### src/rtl/npu_bus_decoder.sv
// Single-master, two-slave address decoder with an in-order response router.
// Unmapped requests are answered internally with an error response.
module npu_bus_decoder #(
  parameter logic [31:0] S0_START = 32'h00000000,
  parameter logic [31:0] S0_END   = 32'h02004000,
  parameter logic [31:0] S1_START = 32'h10000000,
  parameter logic [31:0] S1_END   = 32'h20000000,
  parameter int          OT_DEPTH = 4
) (
  input  logic        clk,
  input  logic        rst,
  input  logic        m_req_valid,
  output logic        m_req_ready,
  input  logic [31:0] m_req_addr,
  input  logic        m_req_we,
  input  logic [31:0] m_req_wdata,
  output logic        m_rsp_valid,
  input  logic        m_rsp_ready,
  output logic [31:0] m_rsp_rdata,
  output logic        m_rsp_err,
  output logic        s0_req_valid,
  input  logic        s0_req_ready,
  output logic [31:0] s0_req_addr,
  output logic        s0_req_we,
  output logic [31:0] s0_req_wdata,
  input  logic        s0_rsp_valid,
  output logic        s0_rsp_ready,
  input  logic [31:0] s0_rsp_rdata,
  output logic        s1_req_valid,
  input  logic        s1_req_ready,
  output logic [31:0] s1_req_addr,
  output logic        s1_req_we,
  output logic [31:0] s1_req_wdata,
  output logic [2:0]  s1_req_region,
  input  logic        s1_rsp_valid,
  output logic        s1_rsp_ready,
  input  logic [31:0] s1_rsp_rdata
);
  localparam int PW = $clog2(OT_DEPTH);
  localparam logic [PW:0] DEPTH_C = (PW+1)'(OT_DEPTH);

  typedef enum logic [1:0] {DST_S0 = 2'd0, DST_S1 = 2'd1, DST_ERR = 2'd2} dest_t;

  typedef struct packed {
    logic [31:0] addr;
    logic        we;
    logic [31:0] wdata;
    logic [2:0]  region;
    logic        dest;
  } slot_t;

  logic [31:0] off0, off1;
  dest_t       dest_d;
  logic [2:0]  region_d;

  assign off0 = m_req_addr - S0_START;
  assign off1 = m_req_addr - S1_START;

  // Range test via the offset so wrap-around stays unsigned mod 2^32
  always_comb begin
    dest_d = DST_ERR;
    if (off0 < (S0_END - S0_START))      dest_d = DST_S0;
    else if (off1 < (S1_END - S1_START)) dest_d = DST_S1;
  end

  always_comb begin
    region_d = 3'd7;
    if      (off1 < 32'h3100) region_d = 3'd0;
    else if (off1 < 32'h6200) region_d = 3'd1;
    else if (off1 < 32'h6280) region_d = 3'd2;
    else if (off1 < 32'h8280) region_d = 3'd3;
    else if (off1 < 32'h8300) region_d = 3'd4;
    else if (off1 < 32'h8310) region_d = 3'd5;
  end

  logic        slot_vld;
  slot_t       slot_q;
  logic        drain, accept, pop;
  logic [PW:0] cnt;

  assign drain       = slot_vld && (slot_q.dest ? s1_req_ready : s0_req_ready);
  assign m_req_ready = !rst && (cnt < DEPTH_C) && (!slot_vld || drain);
  assign accept      = m_req_valid && m_req_ready;

  always_ff @(posedge clk or posedge rst) begin
    if (rst) begin
      slot_vld <= 1'b0;
      slot_q   <= '0;
    end else if (accept && dest_d != DST_ERR) begin
      slot_vld      <= 1'b1;
      slot_q.addr   <= (dest_d == DST_S1) ? off1 : off0;
      slot_q.we     <= m_req_we;
      slot_q.wdata  <= m_req_wdata;
      slot_q.region <= region_d;
      slot_q.dest   <= dest_d[0];
    end else if (drain) begin
      slot_vld <= 1'b0;
    end
  end

  // Payload is gated so an idle port shows all zeros
  assign s0_req_valid  = slot_vld && !slot_q.dest;
  assign s1_req_valid  = slot_vld &&  slot_q.dest;
  assign s0_req_addr   = s0_req_valid ? slot_q.addr  : '0;
  assign s0_req_we     = s0_req_valid && slot_q.we;
  assign s0_req_wdata  = s0_req_valid ? slot_q.wdata : '0;
  assign s1_req_addr   = s1_req_valid ? slot_q.addr  : '0;
  assign s1_req_we     = s1_req_valid && slot_q.we;
  assign s1_req_wdata  = s1_req_valid ? slot_q.wdata : '0;
  assign s1_req_region = s1_req_valid ? slot_q.region : '0;

  logic [1:0]    trk [OT_DEPTH];
  logic [PW-1:0] wr_ptr, rd_ptr;
  dest_t         head;

  assign head = dest_t'(trk[rd_ptr]);

  always_ff @(posedge clk or posedge rst) begin
    if (rst) begin
      wr_ptr <= '0;
      rd_ptr <= '0;
      cnt    <= '0;
      for (int i = 0; i < OT_DEPTH; i++) trk[i] <= 2'd0;
    end else begin
      if (accept) begin
        trk[wr_ptr] <= dest_d;
        wr_ptr      <= wr_ptr + 1'b1;
      end
      if (pop) rd_ptr <= rd_ptr + 1'b1;
      case ({accept, pop})
        2'b10:   cnt <= cnt + 1'b1;
        2'b01:   cnt <= cnt - 1'b1;
        default: cnt <= cnt;
      endcase
    end
  end

  always_comb begin
    m_rsp_valid  = 1'b0;
    m_rsp_rdata  = '0;
    m_rsp_err    = 1'b0;
    s0_rsp_ready = 1'b0;
    s1_rsp_ready = 1'b0;
    if (cnt != '0) begin
      case (head)
        DST_S0: begin
          m_rsp_valid  = s0_rsp_valid;
          m_rsp_rdata  = s0_rsp_rdata;
          s0_rsp_ready = m_rsp_ready;
        end
        DST_S1: begin
          m_rsp_valid  = s1_rsp_valid;
          m_rsp_rdata  = s1_rsp_rdata;
          s1_rsp_ready = m_rsp_ready;
        end
        default: begin
          m_rsp_valid = 1'b1;
          m_rsp_err   = 1'b1;
        end
      endcase
    end
  end

  assign pop = m_rsp_valid && m_rsp_ready;
endmodule

### config.mk
export PLATFORM = sky130hd
export DESIGN_NAME = npu_bus_decoder
export DESIGN_NICKNAME = d
export VERILOG_FILES = /design/src/rtl/npu_bus_decoder.sv
export SDC_FILE = /design/constraint.sdc
export NUM_CORES = 1
export LEC_CHECK = 0
export ABC_AREA = 0
export CAP_MARGIN = 20
export CORE_MARGIN = 3
export CORE_UTILIZATION = 38
export DETAILED_ROUTE_END_ITERATION = 7
export HOLD_SLACK_MARGIN = 0.02
export PLACE_DENSITY = 0.81
export SYNTH_ARGS = -nofsm -noshare
export SYNTH_HDL_FRONTEND = slang
export SYNTH_SLANG_ARGS = --single-unit
### constraint.sdc
create_clock -name clk -period 3.7 [get_ports clk]
set_clock_uncertainty 0.1 [all_clocks]
set_input_delay 0.555 -clock clk [delete_from_list [all_inputs] [get_ports clk]]
set_output_delay 0.555 -clock clk [all_outputs]
set_load 0.05 [all_outputs]
==> results_tabular.tex <==
\begin{tabular}{lr}
\hline
Metric & Value \\
\hline
\multicolumn{2}{l}{\textbf{Critical path}} \\
\quad Worst path cell trace & mux4\_2, or2\_2, nor2\_1, clkdlybuf4s50\_1 \\
\quad Arrival time at the worst endpoint & 2.91 ns \\
\quad Worst Path Required & 3.04 ns \\
\quad Type of the worst setup path & reg2out \\
\quad Worst path max stage delay & 0.83 ns \\
\quad Element type at the critical path start & register \\
\quad Crit path max-delay cell type & sky130\_fd\_sc\_hd\_\_clkdlybuf4s50\_1 \\
\quad Top Family by Delay on Critical Path & buffers and inverters \\
\quad Largest fanout on the critical path & 33 \\
\quad Type of destination of the critical path & primary output \\
\quad Number of buffer and inverter stages on the critical path & 1 \\
\multicolumn{2}{l}{\textbf{Global route}} \\
\quad Overall routing resource usage & 23.9\% \\
\quad Initial antenna violation count & 2 \\
\quad Via count of the first global-routing pass & 5,036 \\
\quad Leftover overflow at the end of global routing & 0 \\
\quad Global-route wire length before repair & 27.9 mm \\
\quad Pin count of the biggest net entering global routing & 60 \\
\multicolumn{2}{l}{\textbf{Outcome}} \\
\quad Status & finished clean \\
\multicolumn{2}{l}{\textbf{Finish}} \\
\quad Diode insertion count for antenna repair & 0 \\
\quad Share of post-route cells with drive strength above 1 & 18.1\% \\
\quad Growth of design area from synthesis to finish & 67.3\% \\
\quad Post-route insts no fill & 972 \\
\quad Final Net Count & 941 \\
\multicolumn{2}{l}{\textbf{Place}} \\
\quad Count of input and output buffers & 308 \\
\quad Detail Placement HPWL & 14.9 mm \\
\quad Worst setup timing slack at the placement stage & -0.0694 ns \\
\quad Final weighted congestion of routability-driven global placement & 0.816 \\
\quad \# placed instances & 955 \\
\multicolumn{2}{l}{\textbf{Pwr}} \\
\quad Portion of total power attributed to combinational logic & 48.6\% \\
\quad Clock group share of total power & 19.7\% \\
\quad Sequential Power Share & 31.7\% \\
\quad Static leakage power & 0.00401 µW \\
\quad Switching portion of total power & 42.2\% \\
\quad Net Switching & 2050 µW \\
\quad Power density cells & 563 nW/µm² \\
\quad Internal Pwr Total & 2810 µW \\
\quad Worst IR Drop VDD & 0.000338 V \\
\multicolumn{2}{l}{\textbf{Clock network}} \\
\quad Clock tree buffer depth & 2 \\
\quad CTS buffer count & 9 \\
\quad Clock latency on the worst-skew pair & 0.33 ns \\
\quad CTS HTree Levels & 3 \\
\quad Clock root cell & sky130\_fd\_sc\_hd\_\_clkbuf\_16 \\
\quad TritonCTS clock tree & yes \\
\quad Count of clock tree sinks & 85 \\
\quad Clock transition at the registers of the reported paths & 0.06 ns \\
\multicolumn{2}{l}{\textbf{Detailed routing}} \\
\quad Vias per cell & 5.09 \\
\quad Pre-antenna DRT Iters & 4 \\
\quad DRC violations left & 0 \\
\quad Number of vias in the routed layout & 4,950 \\
\quad Routed length per instance & 19.3 µm \\
\quad Number of nets with antenna violations after routing & 0 \\
\quad Sum of routed wire length over all layers & 18.7 mm \\
\quad DRC violation total after the first TritonRoute iteration & 259 \\
\multicolumn{2}{l}{\textbf{Floorplanning}} \\
\quad Die span in y & 122 µm \\
\quad Initial core utilization & 39.9\% \\
\quad Die span in x & 122 µm \\
\quad \# IOs & 309 \\
\quad Floorplan die area & 15,000 µm² \\
\quad Total number of placement rows & 41 \\
\quad Area of the core & 12,900 µm² \\
\multicolumn{2}{l}{\textbf{Logic synthesis}} \\
\quad Most instantiated flip-flop cell in the synthesis netlist & sky130\_fd\_sc\_hd\_\_dfrtp\_1 \\
\quad Yosys warning total & 0 \\
\quad Async S/R FF share, synth & 100\% \\
\quad Number of enable-type register cells in the synthesized netlist & 0 \\
\quad Cell count after synthesis & 504 \\
\quad Share of the yosys chip area belonging to registers & 41.3\% \\
\quad Number of distinct library cells after synthesis & 45 \\
\quad Synth Net Count & 650 \\
\quad Area share of the largest cell type after synthesis & 41.3\% \\
\quad Top post-synthesis cells by area & sky130\_fd\_sc\_hd\_\_dfrtp\_1, sky130\_fd\_sc\_hd\_\_mux2\_2, sky130\_fd\_sc\_hd\_\_and2\_1 \\
\quad Netlist Area Pre-Place & 5160 µm² \\
\quad Average instance area after synthesis & 10.2 µm² \\
\quad Register bit count reported by yosys & 85 \\
\quad Biggest area consumer among synthesized cells & sky130\_fd\_sc\_hd\_\_dfrtp\_1 \\
\multicolumn{2}{l}{\textbf{STA}} \\
\quad Crit path setup slack, layout & 0.135 ns \\
\quad Number of setup violations in the final report & 0 \\
\quad Least-Margin Pin Slew & 0.826 ns \\
\quad Minimum clock period & 3.57 ns \\
\quad Max frequency & 280 MHz \\
\quad Count of endpoints failing hold in the final timing report & 0 \\
\quad Sum of negative setup slack & 0 ns \\
\quad Hold Slack & 0.405 ns \\
\quad Worst max-slew margin expressed relative to the limit & 44.9\% \\
\quad Unrepaired setup endpoints after global routing & false \\
\quad Crit share post-route & 96.4\% \\
\quad Slew Viols, Final & 0 \\
\multicolumn{2}{l}{\textbf{Min path}} \\
\quad Kind of path behind the tightest hold check & reg2reg \\
\multicolumn{2}{l}{\textbf{Run}} \\
\quad Max Cap Viol & 0 \\
\hline
\end{tabular}
[sequential cells by signal, indices dropped and copies added (netlist names)]
name	count
slot_q	69
trk	8
cnt	3
rd_ptr	2
wr_ptr	2
slot_vld	1
[cell families after synthesis]
kind of cell	Yosys count	share of synthesized area, %
simple gates	218	24.3
compound gates	24	3.71
flops	85	41.3
xor+xnor	6	1.02
fa+ha+maj	9	2.33
buf+inv	54	4.25
mux	108	23.1
[power groups by stage]
stage                     Clock (µW)  Sequential, µW  Combinational (µW)
after CTS                        976            1540                2380
after global routing            1020            1590                2500
after floorplan                    0            1420                1650
after global placement             0            1530                2290
after detailed placement           0            1550                2370
final                            958            1540                2360
[path summary, 6_finish.rpt]
path / cells past startpoint / startpoint / end / slack (ns)
setup / recovery: 4 / rd_ptr[0] / m_rsp_rdata[31] / 0.13
hold / removal: 1 / slot_q[20] / slot_q[20] / 0.41
setup reg to reg: 7 / slot_q[0] / slot_q[6] / 0.87
hold reg to reg: 1 / slot_q[20] / slot_q[20] / 0.41
max in group asynchronous: 3 / rst / trk[7] / 1.89
min in group asynchronous: 2 / rst / slot_q[4] / 0.72
[final cells by class]
type / instances / area, µm²
Clock buffer: 12 / 246
Clock inverter: 4 / 72.6
Tap cell: 172 / 215
Timing Repair Buffer: 320 / 3080
Inverter: 14 / 53.8
Fill cell: 1067 / 4300
Sequential cell: 85 / 2130
Multi-Input combinational cell: 365 / 2830
[Yosys cell counts, drive strengths merged (2+ instances only)]
library cell / n
a21oi: 3
a2bb2oi: 3
a31oi: 2
and2: 70
and3: 70
buf: 12
clkbuf: 28
dfrtp: 85
ha: 8
inv: 14
mux2: 70
mux2i: 36
mux4: 2
nand2: 11
nand2b: 2
nand3: 4
nand3b: 2
nand4b: 2
nor2: 36
nor3: 7
nor4: 5
o21ai: 5
o31ai: 2
or3b: 2
or4: 2
xnor2: 3
xor2: 3
[cell usage in the layout (no fill, tap or decap), types with 13 or more instances in the layout]
| master | instances |
|---|---|
| sky130_fd_sc_hd__and2_1 | 70 |
| sky130_fd_sc_hd__and3_1 | 70 |
| sky130_fd_sc_hd__buf_4 | 61 |
| sky130_fd_sc_hd__clkdlybuf4s50_1 | 253 |
| sky130_fd_sc_hd__dfrtp_1 | 83 |
| sky130_fd_sc_hd__inv_1 | 13 |
| sky130_fd_sc_hd__mux2_1 | 14 |
| sky130_fd_sc_hd__mux2_2 | 56 |
| sky130_fd_sc_hd__mux2i_1 | 36 |
| sky130_fd_sc_hd__nor2_1 | 36 |
[per-stage QoR]
| step | instance area (µm²) | utilization, % | total power, µW |
|---|---|---|---|
| 2_1_floorplan | 5160 | - | 3070 |
| 3_3_place_gp | 8280 | 64.1 | 3820 |
| 3_5_place_dp | 8280 | 64.1 | 3930 |
| 4_1_cts | 8600 | 66.5 | 4890 |
| 5_1_grt | 8630 | 66.7 | 5100 |
| 6_report | 8630 | 66.7 | 4860 |
[timing repair]
item / in CTS / in global routing
endpoints found under the setup margin: 1 / 3
gates resized for setup: 1 / 3
hold buffers: 0 / 0
hold endpoints to repair: 0 / 0
buffers inserted: 0 / 0
pin swaps: 0 / 0
[per-layer routing]
metal	vias to the layer above	wire [µm]	track usage [%]
met1	2382	7570	29.6
met3	41	1320	5.94
met5	-	26	0
met2	191	9360	41.0
li1	2332	-	-
met4	4	440	7.84
No activity file was read; power rests on OpenSTA's default activity.
==> patch 1 (same flow settings) <==
The parameter `OT_DEPTH` goes from 4 to 8.
--- a/src/rtl/npu_bus_decoder.sv
+++ b/src/rtl/npu_bus_decoder.sv
@@ -7,3 +7,3 @@
   parameter logic [31:0] S1_END   = 32'h20000000,
-  parameter int          OT_DEPTH = 4
+  parameter int          OT_DEPTH = 8
 ) (
Function: changed (Yosys sat finds a counterexample within 10 cycles, from zero or initial values and one cycle with rst high).
==> patch 1 against the original RTL <==
- final area up 20%
- via count up 5.5%
- maximum frequency up 4.4%
- register-to-register slack worse by 0.35 ns
- sequential cell count up 11
- final cell count up 4.9%
- routed wire length up 2.8%
- synthesized area up 13%
- setup slack better by 0.15 ns
- power up 39%
- hold slack worse by 0.0060 ns
- critical endpoint is now s1_rsp_ready
- largest cell class unchanged
==> patch 1: results (changes against the original RTL) <==
critical_path:
  cp_max_fo: 18  # -45%
  timing.reg2reg.worst_path_depth: 11  # +4
  reg2reg_slack_ns: 0.52  # -0.35 ns
  r2r-end: "cnt[3]"
  crit_arrival_ns: 2.76  # -0.15 ns
route:
  post_drt_via_cell_ratio: 5.121  # +0.55%
  drt_wl_total_um: 19230  # +2.8%
run_status:
  outcome: "completed"
logic_synthesis:
  compound_gate_portion_of_the_synthesized_area_pct: 3.773  # +0.060 points
  synth.yosys.seq_area_share_pct: 41.40  # +0.15 points
  post_synth_num_cell_types: 55  # +22%
  synthMuxAreaShare_pct: 24.30  # +1.1 points
  yosys.area_share.xor_xnor_pct: 1.358  # +0.34 points
  synth_common_cells: "dfrtp_1 (96), and3_1 (70), and2_1 (68)"
min_path:
  min_to: "slot_q[25]"
  min_from: "slot_q[25]"
timing:
  worstMarginPinSlew_ns: 0.6232  # -0.2024 ns
  final.hold.worst_slack_ns: 0.3995  # -0.005996 ns
final_layout:
  largest_registers_ranked_by_flip_flop_count: "slot_q x69, trk x16, cnt x4"
  nFillCells: 1030  # -3.5%
  drive_above_1_share_pct: 26.44  # +8.3 points
  layout.nets: 977  # +3.8%
global_routing:
  via_count_of_the_first_global_routing_pass: 5184  # +2.9%
  grt_first_pass_wirelength_um: 29530  # +5.9%
  grtUsageTotal_pct: 22.43  # -1.5 points
clocking:
  clock_latency_ns: 0.35  # +0.02 ns
power:
  power_leakage_nw: 4.800  # +20%
place:
  place_hpwl_um: 15020  # +0.67%
floorplanning:
  floorplan.initialDensity_pct: 39.33  # -0.55 points
-- patch 1: what timing repair did --
item,CTS,global route
hold buffers,0,0
gates resized for setup,0,1
setup endpoints to repair,0,1
hold endpoints to repair,0,0
-- patch 1: worst max-delay path by stage --
stage	endpoint
after floorplan	cnt[0]
after global placement	slot_q[15]
after detailed placement	slot_q[5]
after CTS	s0_rsp_ready
after global routing	s1_rsp_ready
final	s1_rsp_ready
-- patch 1: cell type report --
type	count	area (um2)	area share [%]
repair buffers	320	4179	40.46
clock buffers	10	239.0	2.314
flip-flops and latches	96	2405	23.28
inverters	9	36.28	0.3513
clock inverters	6	67.56	0.6541
well taps	184	230.2	2.229
multi-input cells	395	3172	30.71
-- patch 1: critical path: cells and delay by family (launching register included) --
family	cells	cell delay, ns
buffers and inverters	2	1.06
multiplexers	2	0.76
flip-flops	1	0.49
AND/OR/NAND/NOR	1	0.10
-- patch 1: through the flow --
stage | setup slack, ns | total power [mW] | area [um2] | std cells
after floorplan | 0.5396 | 3.943 | 5803 | 541
after global placement | 0.2720 | 5.774 | 10020 | 1004
after detailed placement | 0.1943 | 5.856 | 10020 | 1004
after CTS | 0.05894 | 6.832 | 10330 | 1020
after global routing | 0.1641 | 7.108 | 10330 | 1020
final | 0.2848 | 6.771 | 10330 | 1020
-- patch 1: metal layers --
metal | global-route usage [%] | wire, um
met1 | 28.19 | 7736
met2 | 38.94 | 10180
met3 | 5.153 | 978
met4 | 5.929 | 338
met5 | 0 | 0
-- patch 1: where the power goes --
part           total (mW)  switching, mW  internal (mW)
logic                4.04           2.16           1.88
clock network       0.952          0.408          0.544
registers            1.78          0.348           1.43
total                6.77           2.91           3.86
==> patch 2 (config.mk and constraints unchanged) <==
Without the edit above. Register the output `m_rsp_err`; this adds one clock of latency there. The other outputs are not delayed to match.
--- a/src/rtl/npu_bus_decoder.sv
+++ b/src/rtl/npu_bus_decoder.sv
@@ -50,2 +50,4 @@
   } slot_t;
+
+  logic m_rsp_err_d;
 
@@ -140,3 +142,3 @@
     m_rsp_rdata  = '0;
-    m_rsp_err    = 1'b0;
+    m_rsp_err_d  = 1'b0;
     s0_rsp_ready = 1'b0;
@@ -157,3 +159,3 @@
           m_rsp_valid = 1'b1;
-          m_rsp_err   = 1'b1;
+          m_rsp_err_d = 1'b1;
         end
@@ -164,2 +166,6 @@
   assign pop = m_rsp_valid && m_rsp_ready;
+  always_ff @(posedge clk) begin
+    m_rsp_err <= m_rsp_err_d;
+  end
+
 endmodule
Formal check against the unedited RTL: not equivalent (Yosys sat finds a counterexample within 4 cycles, from zero or initial values and one cycle with rst high).
==> patch 2 against the original RTL <==
- setup slack got worse by 0.047 ns
- sequential power increased by 3%
- final cell count fell by 0.62%
- synthesized area up 0.24%
- final area is 0.26% higher
- sequential cell count up 1
- die area grew 0.23%
- routed wire length fell by 5.8%
- power is 0.96% lower
- clock power down 2%
- largest cell class unchanged
==> patch 2: results (changes against the original RTL) <==
place:
  routabilityCongestion: 0.7891  # -3.3%
  place_hpwl_um: 13890  # -6.9%
  area_after_detailed_placement_um2: 8282  # unchanged
route:
  routedWlPerCell_um: 18.25  # -5.2%
  drt_iter0_drc: 171  # -34%
  detailroute.via_count: 4826  # -2.5%
global_routing:
  via_count_of_the_first_global_routing_pass: 5032  # -0.079%
  grtUsageTotal_pct: 22.29  # -1.7 points
  grt_first_pass_wirelength_um: 26490  # -5.0%
  number_of_antenna_violations_at_the_first_check_in_global_routing: 0  # -2
  largest_net_degree_at_the_start_of_global_routing: 54  # -10%
final_layout:
  largest_registers_ranked_by_flip_flop_count: "slot_q x69, trk x8, cnt x3"
  nFillCells: 1016  # -4.8%
  layout.nets: 935  # -0.64%
  drive_above_1_share_pct: 19.52  # +1.4 points
logic_synthesis:
  synth_warnings: 0  # unchanged
  mappedNetlistNets: 646  # -0.62%
  synth_common_cells: "dfrtp_1 (85), and2_1 (70), and3_1 (69)"
  synth.yosys.seq_area_share_pct: 41.54  # +0.29 points
  synth.top_cells.by_area: "dfrtp_1 (41%), mux2_2 (15%), and2_1 (8.5%)"
  post_synth_num_cell_types: 47  # +4.4%
  async_set_reset_flop_share_out_of_synthesis_pct: 98.84  # -1.2 points
critical_path:
  timing.reg2reg.worst_path_depth: 10  # +3
  reg2reg_slack_ns: 0.63  # -0.24 ns
  cp_max_fo: 20  # -39%
  timing.rr.start: "rd_ptr[0]"
  cpPeakStageDelay_ns: 0.81  # -0.02 ns
  r2r-end: "cnt[2]"
  slowest_stage: "clkdlybuf4s50_1"
min_path:
  hold_path_class: "reg2reg"
  min_from: "cnt[0]"
  min_to: "cnt[0]"
run_status:
  outcome: "completed"
clocking:
  post_cts.repair.setup_buffers: 0  # unchanged
  postCtsResizedCells: 0  # -1
  clock_latency_ns: 0.33  # about the same
  total_cts_buffers: 9  # unchanged
power:
  max-vdd-ir-drop_mv: 0.2410  # -29%
  power.internal_mw: 2.796  # -0.36%
  power_leakage_nw: 4.247  # +6.0%
timing:
  worstMarginPinSlew_ns: 0.7925  # -0.03303 ns
==> patch 2: area by class of cell <==
| class | count | area (um2) | share of cell area [%] |
|---|---|---|---|
| well taps | 172 | 215.2 | 2.488 |
| multi-input cells | 363 | 2823 | 32.63 |
| clock inverters | 4 | 53.80 | 0.6220 |
| repair buffers | 317 | 3095 | 35.79 |
| flip-flops and latches | 86 | 2150 | 24.85 |
| inverters | 12 | 46.29 | 0.5352 |
| clock buffers | 12 | 266.5 | 3.081 |
==> patch 2: power groups by stage <==
stage / registers, mW / clock network [mW] / logic [mW]
floorplan: 1.46 / 0 / 1.62
global placement: 1.56 / 0 / 2.25
detailed placement: 1.59 / 0 / 2.32
CTS: 1.57 / 0.962 / 2.33
global route: 1.63 / 0.999 / 2.44
finish: 1.58 / 0.940 / 2.30
==> patch 2: cells by family after synthesis <==
kind of cell,synth area share (%)
buffers and inverters,4.139
muxes,23.12
AOI/OAI and AO/OA,3.438
DFF,41.54
adders and majority gates,2.324
xor gates and xnor gates,1.017
and+or+nand+nor,24.43
==> patch 2: stage by stage <==
step	std cells	hold WS (ns)	setup slack (ns)
floorplan	500	0.3604	0.1544
global placement	950	0.3861	0.4755
detailed placement	950	0.3899	0.3676
CTS	966	0.4039	0.006778
global route	966	0.4360	0.007723
finish	966	0.4016	0.08740
==> patch 2: worst max-delay path by stage <==
| stage | start | to | slack, ns | cells past startpoint |
|---|---|---|---|---|
| 2_1_floorplan | rd_ptr[0] | cnt[2] | 0.15 | 11 |
| 3_3_place_gp | rd_ptr[0] | m_rsp_rdata[19] | 0.48 | 5 |
| 3_5_place_dp | rd_ptr[0] | m_rsp_rdata[6] | 0.37 | 5 |
| 4_1_cts | rd_ptr[0] | m_rsp_rdata[6] | 0.007 | 5 |
| 5_1_grt | rd_ptr[0] | m_rsp_rdata[15] | 0.008 | 5 |
| 6_report | rd_ptr[0] | m_rsp_rdata[9] | 0.09 | 5 |
==> patch 2: metal layers <==
metal  vias up  global-route usage [%]  share of wire, %
met5         -                       0                 0
met2       162                   40.57                52
met3        18                   4.194               5.8
met4         0                   4.969               1.2
li1       2313                       -                 -
met1      2333                   27.35                41
